--- src/rtl/sop_cube_evaluator.sv ---
// Sequential sum-of-products evaluator: scans a loadable cube table one entry per cycle, first hit wins.
// Optional out_hit_idx port and its register are built only when SOP_HIT_IDX_EN is defined.
module sop_cube_evaluator #(
    parameter int N_VARS    = 5,
    parameter int MAX_CUBES = 8,
    localparam int IDX_W    = (MAX_CUBES > 1) ? $clog2(MAX_CUBES) : 1
) (
    input  logic              clk,
    input  logic              rst,
    input  logic              cfg_we,
    input  logic [IDX_W-1:0]  cfg_idx,
    input  logic [N_VARS-1:0] cfg_care,
    input  logic [N_VARS-1:0] cfg_val,
    input  logic              cfg_en,
    output logic              cfg_ready,
    input  logic              in_valid,
    output logic              in_ready,
    input  logic [N_VARS-1:0] in_x,
    output logic              out_valid,
    input  logic              out_ready,
    output logic              out_f,
`ifdef SOP_HIT_IDX_EN
    output logic [IDX_W-1:0]  out_hit_idx,
`endif
    output logic [1:0]        o_dbg_state
);

    typedef enum logic [1:0] {
        S_IDLE = 2'd0,
        S_SCAN = 2'd1,
        S_DONE = 2'd2
    } state_t;

    localparam logic [IDX_W-1:0] LAST_IDX = IDX_W'(MAX_CUBES - 1);

    state_t              r_state;
    logic [IDX_W-1:0]    r_idx;
    logic [N_VARS-1:0]   r_x;
    logic                r_out_valid;
    logic                r_f;
`ifdef SOP_HIT_IDX_EN
    logic [IDX_W-1:0]    r_hit_idx;
`endif

    logic [N_VARS-1:0]   r_care [MAX_CUBES];
    logic [N_VARS-1:0]   r_val  [MAX_CUBES];
    logic                r_en   [MAX_CUBES];

    logic                w_idx_ok;
    logic                w_hit;

    // Handshakes: a transfer happens on a rising edge where valid and ready are both high.
    // Ready depends only on state and rst; valid is registered and held until taken.
    assign in_ready    = (r_state == S_IDLE) && !rst;
    assign cfg_ready   = (r_state == S_IDLE) && !rst;
    assign out_valid   = r_out_valid;
    assign out_f       = r_f;
`ifdef SOP_HIT_IDX_EN
    assign out_hit_idx = r_hit_idx;
`endif
    assign o_dbg_state = r_state;

    // With a power-of-two depth every index is in range; otherwise drop out-of-range writes.
    if ((1 << IDX_W) == MAX_CUBES) begin : g_idx_pow2
        assign w_idx_ok = 1'b1;
    end else begin : g_idx_range
        assign w_idx_ok = ({1'b0, cfg_idx} < (IDX_W + 1)'(MAX_CUBES));
    end

    assign w_hit = r_en[r_idx] && (((r_x ^ r_val[r_idx]) & r_care[r_idx]) == '0);

    always_ff @(posedge clk) begin
        if (rst) begin
            for (int k = 0; k < MAX_CUBES; k++) begin
                r_care[k] <= '0;
                r_val[k]  <= '0;
                r_en[k]   <= 1'b0;
            end
        end else if ((r_state == S_IDLE) && cfg_we && w_idx_ok) begin
            r_care[cfg_idx] <= cfg_care;
            r_val[cfg_idx]  <= cfg_val;
            r_en[cfg_idx]   <= cfg_en;
        end
    end

    always_ff @(posedge clk) begin
        if (rst) begin
            r_state     <= S_IDLE;
            r_idx       <= '0;
            r_x         <= '0;
            r_out_valid <= 1'b0;
            r_f         <= 1'b0;
`ifdef SOP_HIT_IDX_EN
            r_hit_idx   <= '0;
`endif
        end else begin
            case (r_state)
                S_IDLE: begin
                    if (in_valid) begin
                        r_x     <= in_x;
                        r_idx   <= '0;
                        r_state <= S_SCAN;
                    end
                end
                S_SCAN: begin
                    if (w_hit) begin
                        r_f         <= 1'b1;
`ifdef SOP_HIT_IDX_EN
                        r_hit_idx   <= r_idx;
`endif
                        r_out_valid <= 1'b1;
                        r_state     <= S_DONE;
                    end else if (r_idx == LAST_IDX) begin
                        r_f         <= 1'b0;
`ifdef SOP_HIT_IDX_EN
                        r_hit_idx   <= '0;
`endif
                        r_out_valid <= 1'b1;
                        r_state     <= S_DONE;
                    end else begin
                        r_idx <= r_idx + 1'b1;
                    end
                end
                S_DONE: begin
                    if (out_ready) begin
                        r_out_valid <= 1'b0;
                        r_state     <= S_IDLE;
                    end
                end
                default: begin
                    r_out_valid <= 1'b0;
                    r_state     <= S_IDLE;
                end
            endcase
        end
    end

endmodule

--- config.mk ---
export PLATFORM = sky130hd
export DESIGN_NAME = sop_cube_evaluator
export DESIGN_NICKNAME = d
export VERILOG_FILES = /design/src/rtl/sop_cube_evaluator.sv
export SDC_FILE = /design/constraint.sdc
export NUM_CORES = 1
export LEC_CHECK = 0
export CAP_MARGIN = 15
export CORE_AREA = 2 2 99 101
export DETAILED_ROUTE_END_ITERATION = 8
export DIE_AREA = 0 0 101 103
export PLACE_DENSITY = 0.82
export SLEW_MARGIN = 20
export SYNTH_ARGS = -nofsm -noshare
export SYNTH_HDL_FRONTEND = slang
export SYNTH_SLANG_ARGS = --single-unit
--- constraint.sdc ---
create_clock -name clk -period 2.2 [get_ports clk]
set_input_delay 0.66 -clock clk [delete_from_list [all_inputs] [get_ports clk]]
set_output_delay 0.66 -clock clk [all_outputs]
set_load 0.02 [all_outputs]
## After elaboration in Yosys (flattened, before gate mapping)

Memories as Yosys holds them, arrays and structs flattened. A register that Yosys moved wholly into a read port is not among the register bits.
Cells that the tools add are included.

- Register bits: 12
- Memory bits (writable): 88
- Bits of input ports: 24
- Output and inout port bits: 6
- Word-level logic and storage cells: 71
- Memories kept: 3

- $add $sub $neg: 1
- Equal/unequal tests: 8
- Multiplexer cells: 35
- Bitwise logic cells: 3
- Reductions and logical operators: 16

Memory list:

| name | depth | width | rd ports | clocked after Yosys merged registers in | wr ports | RTL line | source |
|---|---|---|---|---|---|---|---|
| r_care | 8 | 5 | 1 | 1 | 8 | 45 | `logic [N_VARS-1:0] r_care [MAX_CUBES];` |
| r_val | 8 | 5 | 1 | 1 | 8 | 46 | `logic [N_VARS-1:0] r_val [MAX_CUBES];` |
| r_en | 8 | 1 | 1 | 1 | 8 | 47 | `logic r_en [MAX_CUBES];` |

Operators by type and width:

| operator | count |
|---|---|
| 3-bit two-way mux | 12 |
| 1-bit two-way mux | 14 |
| 5-bit two-way mux | 2 |
| 5-bit OR reduction | 2 |
| 2-bit two-way mux | 4 |
| 2-bit inequality test (second input constant) | 4 |
| 2-bit case mux with 3 select lines | 1 |
| 3-bit case mux with 2 select lines | 1 |
| 3-bit AND reduction | 2 |
| 5-bit bitwise AND | 1 |
| 5-bit logical NOT | 1 |
| 5-bit bitwise XOR | 1 |
| 2-bit AND reduction | 2 |
| 4-bit AND reduction | 1 |
| 2-bit nonzero test | 2 |
| 3-bit by 1-bit adder with 3-bit output (second input constant) | 1 |
| 3-bit equality test (second input constant) | 1 |
| 1-bit logical AND | 3 |
| 3-bit inequality test (second input constant) | 1 |
| 1-bit case mux with 3 select lines | 1 |
| 2-bit by 1-bit equality test with 1-bit output (second input constant) | 1 |
| 2-bit equality test (second input constant) | 1 |
| 2-bit logical NOT | 1 |
| 1-bit logical NOT | 1 |
| 2 further kinds | 2 |

## Logic depth before layout (Yosys ltp)

Gate-level depths: netlist of run 1.

- Depth after elaboration: 8
- Gate-level depth with buffers: 10
- Depth with buffers taken out: 7

## Least setup slack after synthesis of run 1

No wires, ideal clock.

- Path type: input port to flip-flop
- From: input rst
- To: memory r_care[1][0] (enable)
- Setup time: 0.318 ns
- Arrival time: 2.144 ns
- Data required time: 1.882 ns
- Slack: -0.262 ns
- Stages on the path: 5
- Buffers on the path: 1
- Path through: clkbuf_1 -> nor3_1 -> nand3_1 -> nor3_1 -> or2_2

RTL lines:

| item | RTL line | source |
|---|---|---|
| start, declared | 9 | `input logic rst,` |
| end, declared | 45 |  |

==> results of run 1 <==
## where the power goes
group / leakage [uW] / switching, uW / total, uW / internal (uW)
sequential: 0.00103 / 63.6 / 2270 / 2200
clock: 0.000101 / 623 / 1140 / 512
combinational: 0.000983 / 251 / 467 / 216
total: 0.00212 / 938 / 3870 / 2930
## sequential cells by signal, indices dropped and copies added (netlist names), named ones only
register and flops:
r_en 8, r_care 40, out_f 1, r_idx 3, r_val 40, out_valid 1
o_dbg_state 2, r_x 5
## cells by family (layout without fill, tap and decap cells)
logic type | count (synthesis) | in the layout | synth area share
AND/OR/NAND/NOR | 192 | 192 | 0.229
flip-flops | 103 | 103 | 0.595
AO/OA/AOI/OAI | 50 | 50 | 0.0708
buffers and inverters | 34 | 82 | 0.0344
multiplexers | 24 | 24 | 0.0523
XOR/XNOR | 8 | 8 | 0.0142
adder cells (fa/ha/maj) | 2 | 2 | 0.00505
## critical path: cells and delay by family (launching register included)
kind	cells	cell delay (ns)
AO/OA/AOI/OAI	2	0.46
buffers and inverters	1	0.15
flip-flops	1	0.42
multiplexers	2	0.74
AND/OR/NAND/NOR	3	0.42
## worst max path at each step
stage	to	slack, ns	start	cells past startpoint
after floorplan	r_care[1][0]$_SDFFCE_PN0P_	0.02	rst	5
after global placement	cfg_ready	-0.52	rst	3
after detailed placement	cfg_ready	-0.49	rst	3
after CTS	o_dbg_state[1]$_SDFFE_PP0P_	-0.13	register	9
after global routing	o_dbg_state[1]$_SDFFE_PP0P_	-0.16	register	9
final	register	-0.11	register	8
## cell type report
type	count	area, sq um	share of cell area
multi-input cells	276	1930	0.333
well taps	114	143	0.0247
clock inverters	4	27.5	0.00476
inverters	9	33.8	0.00584
clock buffers	12	166	0.0288
repair buffers	57	537	0.0929
flip-flops and latches	103	2950	0.510
## stage by stage
stage / total power (uW) / util / setup slack [ns] / hold WS [ns] / instance area, sq um
finish: 3870 / 0.611 / -0.107 / 0.509 / 5780
global route: 4000 / 0.611 / -0.160 / 0.529 / 5780
CTS: 3870 / 0.603 / -0.128 / 0.515 / 5700
detailed placement: 2740 / 0.574 / -0.494 / 0.502 / 5430
global placement: 2720 / 0.574 / -0.520 / 0.469 / 5430
floorplan: 2540 / - / 0.0213 / 0.487 / 4950
## metal layers
metal  GRT usage  vias to the layer above  wire length, um
met5           0                        -                0
met4       0.139                        0              514
met3      0.0353                       38              535
met2       0.389                      115             5640
met1       0.250                     1614             4360
li1            -                     1556                -
## timing repair
item,CTS,global route
gates resized for setup,22,18
buffers inserted,6,0
pin swaps,5,9
setup endpoints to repair,12,35
hold endpoints to repair,0,0
## cells in the final DEF (no fill, tap or decap), types with 3 or more instances in the layout
cell / netlist / final
a32oi_1: 4 / 4
nor2_1: 19 / 18
nand3b_1: 16 / 16
nand2_1: 20 / 20
and2_1: 89 / 89
clkdlybuf4s50_1: 0 / 25
dfxtp_1: 15 / 14
mux2_4: 0 / 3
a31oi_1: 3 / 3
nand3_1: 15 / 15
edfxtp_1: 88 / 88
mux2i_2: 0 / 3
o21ai_2: 1 / 3
mux2i_1: 18 / 15
buf_4: 2 / 21
clkbuf_8: 0 / 10
a21oi_1: 14 / 14
buf_6: 1 / 7
nand2b_1: 9 / 9
nor3_1: 4 / 3
or2_2: 9 / 8
o21ai_0: 8 / 7
inv_1: 9 / 9
xnor2_1: 6 / 6
==> impl_metrics.ini, run 1 <==
[yosys]
async_flop_share = 0
synth_top_cell_by_area = edfxtp_1
yosysMostFrequentCell = and2_1
synth.cells.most_frequent = and2_1, edfxtp_1, nand2_1
syn_inst = 413
synth.avg_cell_area_sq_um = 12.0
syn_area_sq_mm = 0.00495
netlist-cell-type-count = 52
ys.flop_type = edfxtp_1
synth_top_area_share = 0.534
synth_edf_count = 88
ys_warn_count = 0
synth.yosys.seq_area_share = 0.595
ys_ff_latch = 103
ys_top_cells_by_area = edfxtp_1, and2_1, dfxtp_1, mux2i_1, nand3b_1
syn_nets = 439

[worst_setup_path]
cp_slowest_cell = mux4_2
crit_fanout = 6
crit_arrival_ns = 2.56
r2r_cells = 8
start_kind = register
critPathRequiredTime_ns = 2.46
critPathKind = reg -> reg
cp_cell_sequence = buf_6 -> nor2_1 -> a32o_1 -> mux4_2 -> nand4b_1 -> o21ai_2 -> nor3_4 -> mux2_4
cp-end-kind = register
slowest_delay_ns = 0.44
r2r_slack_ns = -0.11

[layout]
diodes = 0
drive_above_1_share = 0.171
finalNetCount = 482
fillCellCount = 738
areaGrowthSynthToFinish_pct = 16.8
instances_no_fill = 575

[floorplanning]
num_rows = 36
coreArea_sq_mm = 0.00946
initial_core_util = 0.523
io-pin-count = 30
die_w_um = 101
die_area_sq_mm = 0.0104
die_h_um = 103

[global_routing]
grt_pass1_vias = 3308
track_usage = 0.220
grt_overflow = 0
grt_first_pass_wirelength_um = 16300
grt_max_degree = 26
antenna_found_initial = 0

[placement]
hpwl_um = 7560
io_buffers = 29
gp_congestion = 0.871
dp.cells = 553

[drt]
drc_errors = 0
ant_nets = 0
vias_per_cell = 5.78
dr.first_iter.drc_count = 233
num_vias = 3323
first_pass_iters = 5
drt-wirelength-per-cell_um = 19.2
routed_wl_um = 11100

[power]
vdd_drop_max_mv = 0.326
p_leak_uw = 0.00212
powerDensity_mw_per_mm2 = 669

[timing]
rsz0062_at_grt = yes
hold_viol_final = 0
setup-violations-final = 9
max_slew.worst_pin.slew_ns = 0.545
fin_ws_ns = -0.107
finClkSkew_ns = 0.00988
max_freq_ghz = 0.433
fin_tns_setup_ns = -0.593
min_period_ns = 2.31
slew_violations = 0
slew_headroom = 0.636
period_share = 1.05

[clock_tree]
htreeDepth = 3
cts_buffers = 9
clkSlewWorstSetupHoldPaths_ns = 0.09
cts-root-buf = clkbuf_8
clock-sinks = 103
cts_tree = yes
clockBufferDepth = 2
ctsHoldBuffers = 0
clk_latency_ns = 0.37

[run_status]
status = finished with violations
violations = setup timing

[flow_run]
cap_violations = 0

[hold_path]
min_delay_path_depth = 2
hold_path_end = out_f$_SDFFE_PP0P_
min_from = out_f$_SDFFE_PP0P_
hp-class = reg -> reg
No activity file was read; power rests on OpenSTA's default activity.
==> run 2: changes to the inputs <==
--- a/config.mk
+++ b/config.mk
@@ -6,9 +6,9 @@
 export NUM_CORES = 1
 export LEC_CHECK = 0
 export CAP_MARGIN = 15
-export CORE_AREA = 2 2 99 101
+export CORE_AREA = 4 4 101 103
 export DETAILED_ROUTE_END_ITERATION = 8
-export DIE_AREA = 0 0 101 103
+export DIE_AREA = 0 0 105 107
 export PLACE_DENSITY = 0.82
 export SLEW_MARGIN = 20
 export SYNTH_ARGS = -nofsm -noshare
==> run 2 against run 1 <==
Net effect:
- the run still ends with setup timing left
- die area rose by 8.0%
- cell area fell by 1.8%
- highest routed layer unchanged
- combinational power fell by 7.7%
- largest cell class unchanged
- clock skew rose by 0.0067 ns
- largest power group unchanged
- global-route usage fell by 3.1 points
- first-iteration DRC count fell by 30%
==> impl_metrics.ini, run 2 (same netlist as run 1, synthesis figures left out) <==
[run_status]
status = finished with violations
violations = setup timing

[floorplanning]
die_area_sq_mm = 0.0112
initial_core_util = 0.538
io-pin-count = 30
die_w_um = 105
num_rows = 35
die_h_um = 107
coreArea_sq_mm = 0.00920

[worst_setup_path]
crit_arrival_ns = 2.57
start_kind = register
critPathRequiredTime_ns = 2.45
r2r_slack_ns = -0.12
cp-end-kind = register
critPathKind = reg -> reg
crit_fanout = 6

[clock_tree]
clockBufferDepth = 2
cts_buffers = 9
htreeDepth = 3
clkSlewWorstSetupHoldPaths_ns = 0.09
cts_tree = yes
clk_latency_ns = 0.38
cts-root-buf = clkbuf_8
clock-sinks = 103
ctsHoldBuffers = 0

[drt]
num_vias = 3191
drt-wirelength-per-cell_um = 17.7
routed_wl_um = 10000
vias_per_cell = 5.63
ant_nets = 0
first_pass_iters = 5
drc_errors = 0
dr.first_iter.drc_count = 162

[timing]
min_period_ns = 2.32
hold_viol_final = 0
rsz0062_at_grt = yes
setup-violations-final = 8
slew_violations = 0
fin_ws_ns = -0.115
max_freq_ghz = 0.432
finClkSkew_ns = 0.0165
max_slew.worst_pin.slew_ns = 0.463
slew_headroom = 0.691
period_share = 1.05

[layout]
fillCellCount = 730
areaGrowthSynthToFinish_pct = 14.7
finalNetCount = 477
drive_above_1_share = 0.147
diodes = 0
instances_no_fill = 567
largestRegisters = r_care (40), r_val (40), r_en (8)
layout_commonest_cell = and2_1
mostFrequentLayoutCells = and2_1, edfxtp_1, clkdlybuf4s50_1

[hold_path]
hp-class = reg -> reg

[power]
p_clk_frac = 0.296
p_sw_frac = 0.255
combPwrFrac = 0.113
power.total_uw = 3820
p_int_uw = 2850
powerDensity_mw_per_mm2 = 674
vdd_drop_max_mv = 0.324
p_leak_uw = 0.00207
seq_power_share = 0.592
p_sw_uw = 977

[flow_run]
cap_violations = 0

[placement]
hpwl_um = 7190
io_buffers = 29
dp.cells = 549
gp_congestion = 0.767
dp_slack_ns = -0.480

[global_routing]
antenna_found_initial = 0
grt_overflow = 0
track_usage = 0.189
grt_pass1_vias = 3322
grt_max_degree = 26
grt_first_pass_wirelength_um = 16400
-- run 2: worst paths after layout --
path,startpoint,end,cells after the start
worst max-delay path,register,register,8
worst min-delay path,out_f$_SDFFE_PP0P_,out_f$_SDFFE_PP0P_,2
worst max register to register,register,register,8
worst min register to register,out_f$_SDFFE_PP0P_,out_f$_SDFFE_PP0P_,2
-- run 2: worst max-delay path, stage by stage, from the launching register on --
cell and delay, ns:
dfxtp_4 0.42, buf_6 0.14, nor2_2 0.04, a32o_1 0.19
mux4_2 0.46, nand4b_1 0.29, o21ai_2 0.25, nor3_4 0.08
mux2_1 0.33
-- run 2: power by group through the flow --
stage               sequential (uW)  combinational (uW)  clock, uW
floorplan                      2280                 262          0
global placement               2300                 408          0
detailed placement             2310                 421          0
CTS                            2260                 428       1150
global route                   2270                 471       1240
finish                         2260                 431       1130
-- run 2: final cells by class --
type                       instances  area (sq um)  share of cell area
timing repair buffer              52           497              0.0875
sequential                       103          2950               0.519
multi-input combinational        276          1870               0.330
inverter                           9          33.8             0.00595
tap                              111           139              0.0245
clock inverter                     6          61.3              0.0108
clock buffer                      10           128              0.0225
-- run 2: per-layer routing --
| layer | up-vias | share of wire | track usage |
|---|---|---|---|
| li1 | 1544 | - | - |
| met5 | - | 0 | 0 |
| met4 | 0 | 0.014 | 0.0647 |
| met1 | 1540 | 0.40 | 0.220 |
| met3 | 13 | 0.053 | 0.0403 |
| met2 | 94 | 0.53 | 0.345 |
-- run 2: metrics by stage --
stage               utilization  instance area, sq um  hold slack, ns  TNS, ns
finish                    0.617                  5680           0.483   -0.414
global route              0.617                  5680           0.545    -1.33
CTS                       0.614                  5650           0.486   -0.304
detailed placement        0.591                  5430           0.473   -36.24
global placement          0.591                  5430           0.464   -35.51
floorplan                     -                  4950           0.487        0
-- run 2: timing repair --
action / in CTS / in global routing
setup endpoints to repair: 10 / 24
pin swaps: 1 / 3
resized for setup: 15 / 10
setup buffers: 2 / 0
==> run 3: changes to the inputs <==
--- a/config.mk
+++ b/config.mk
@@ -9,6 +9,7 @@
 export CORE_AREA = 4 4 101 103
 export DETAILED_ROUTE_END_ITERATION = 8
 export DIE_AREA = 0 0 105 107
+export GPL_ROUTABILITY_DRIVEN = 1
 export PLACE_DENSITY = 0.82
 export SLEW_MARGIN = 20
 export SYNTH_ARGS = -nofsm -noshare
==> results of run 3 <==
No change in the layout: final DEF, timing and power equal those of run 2.
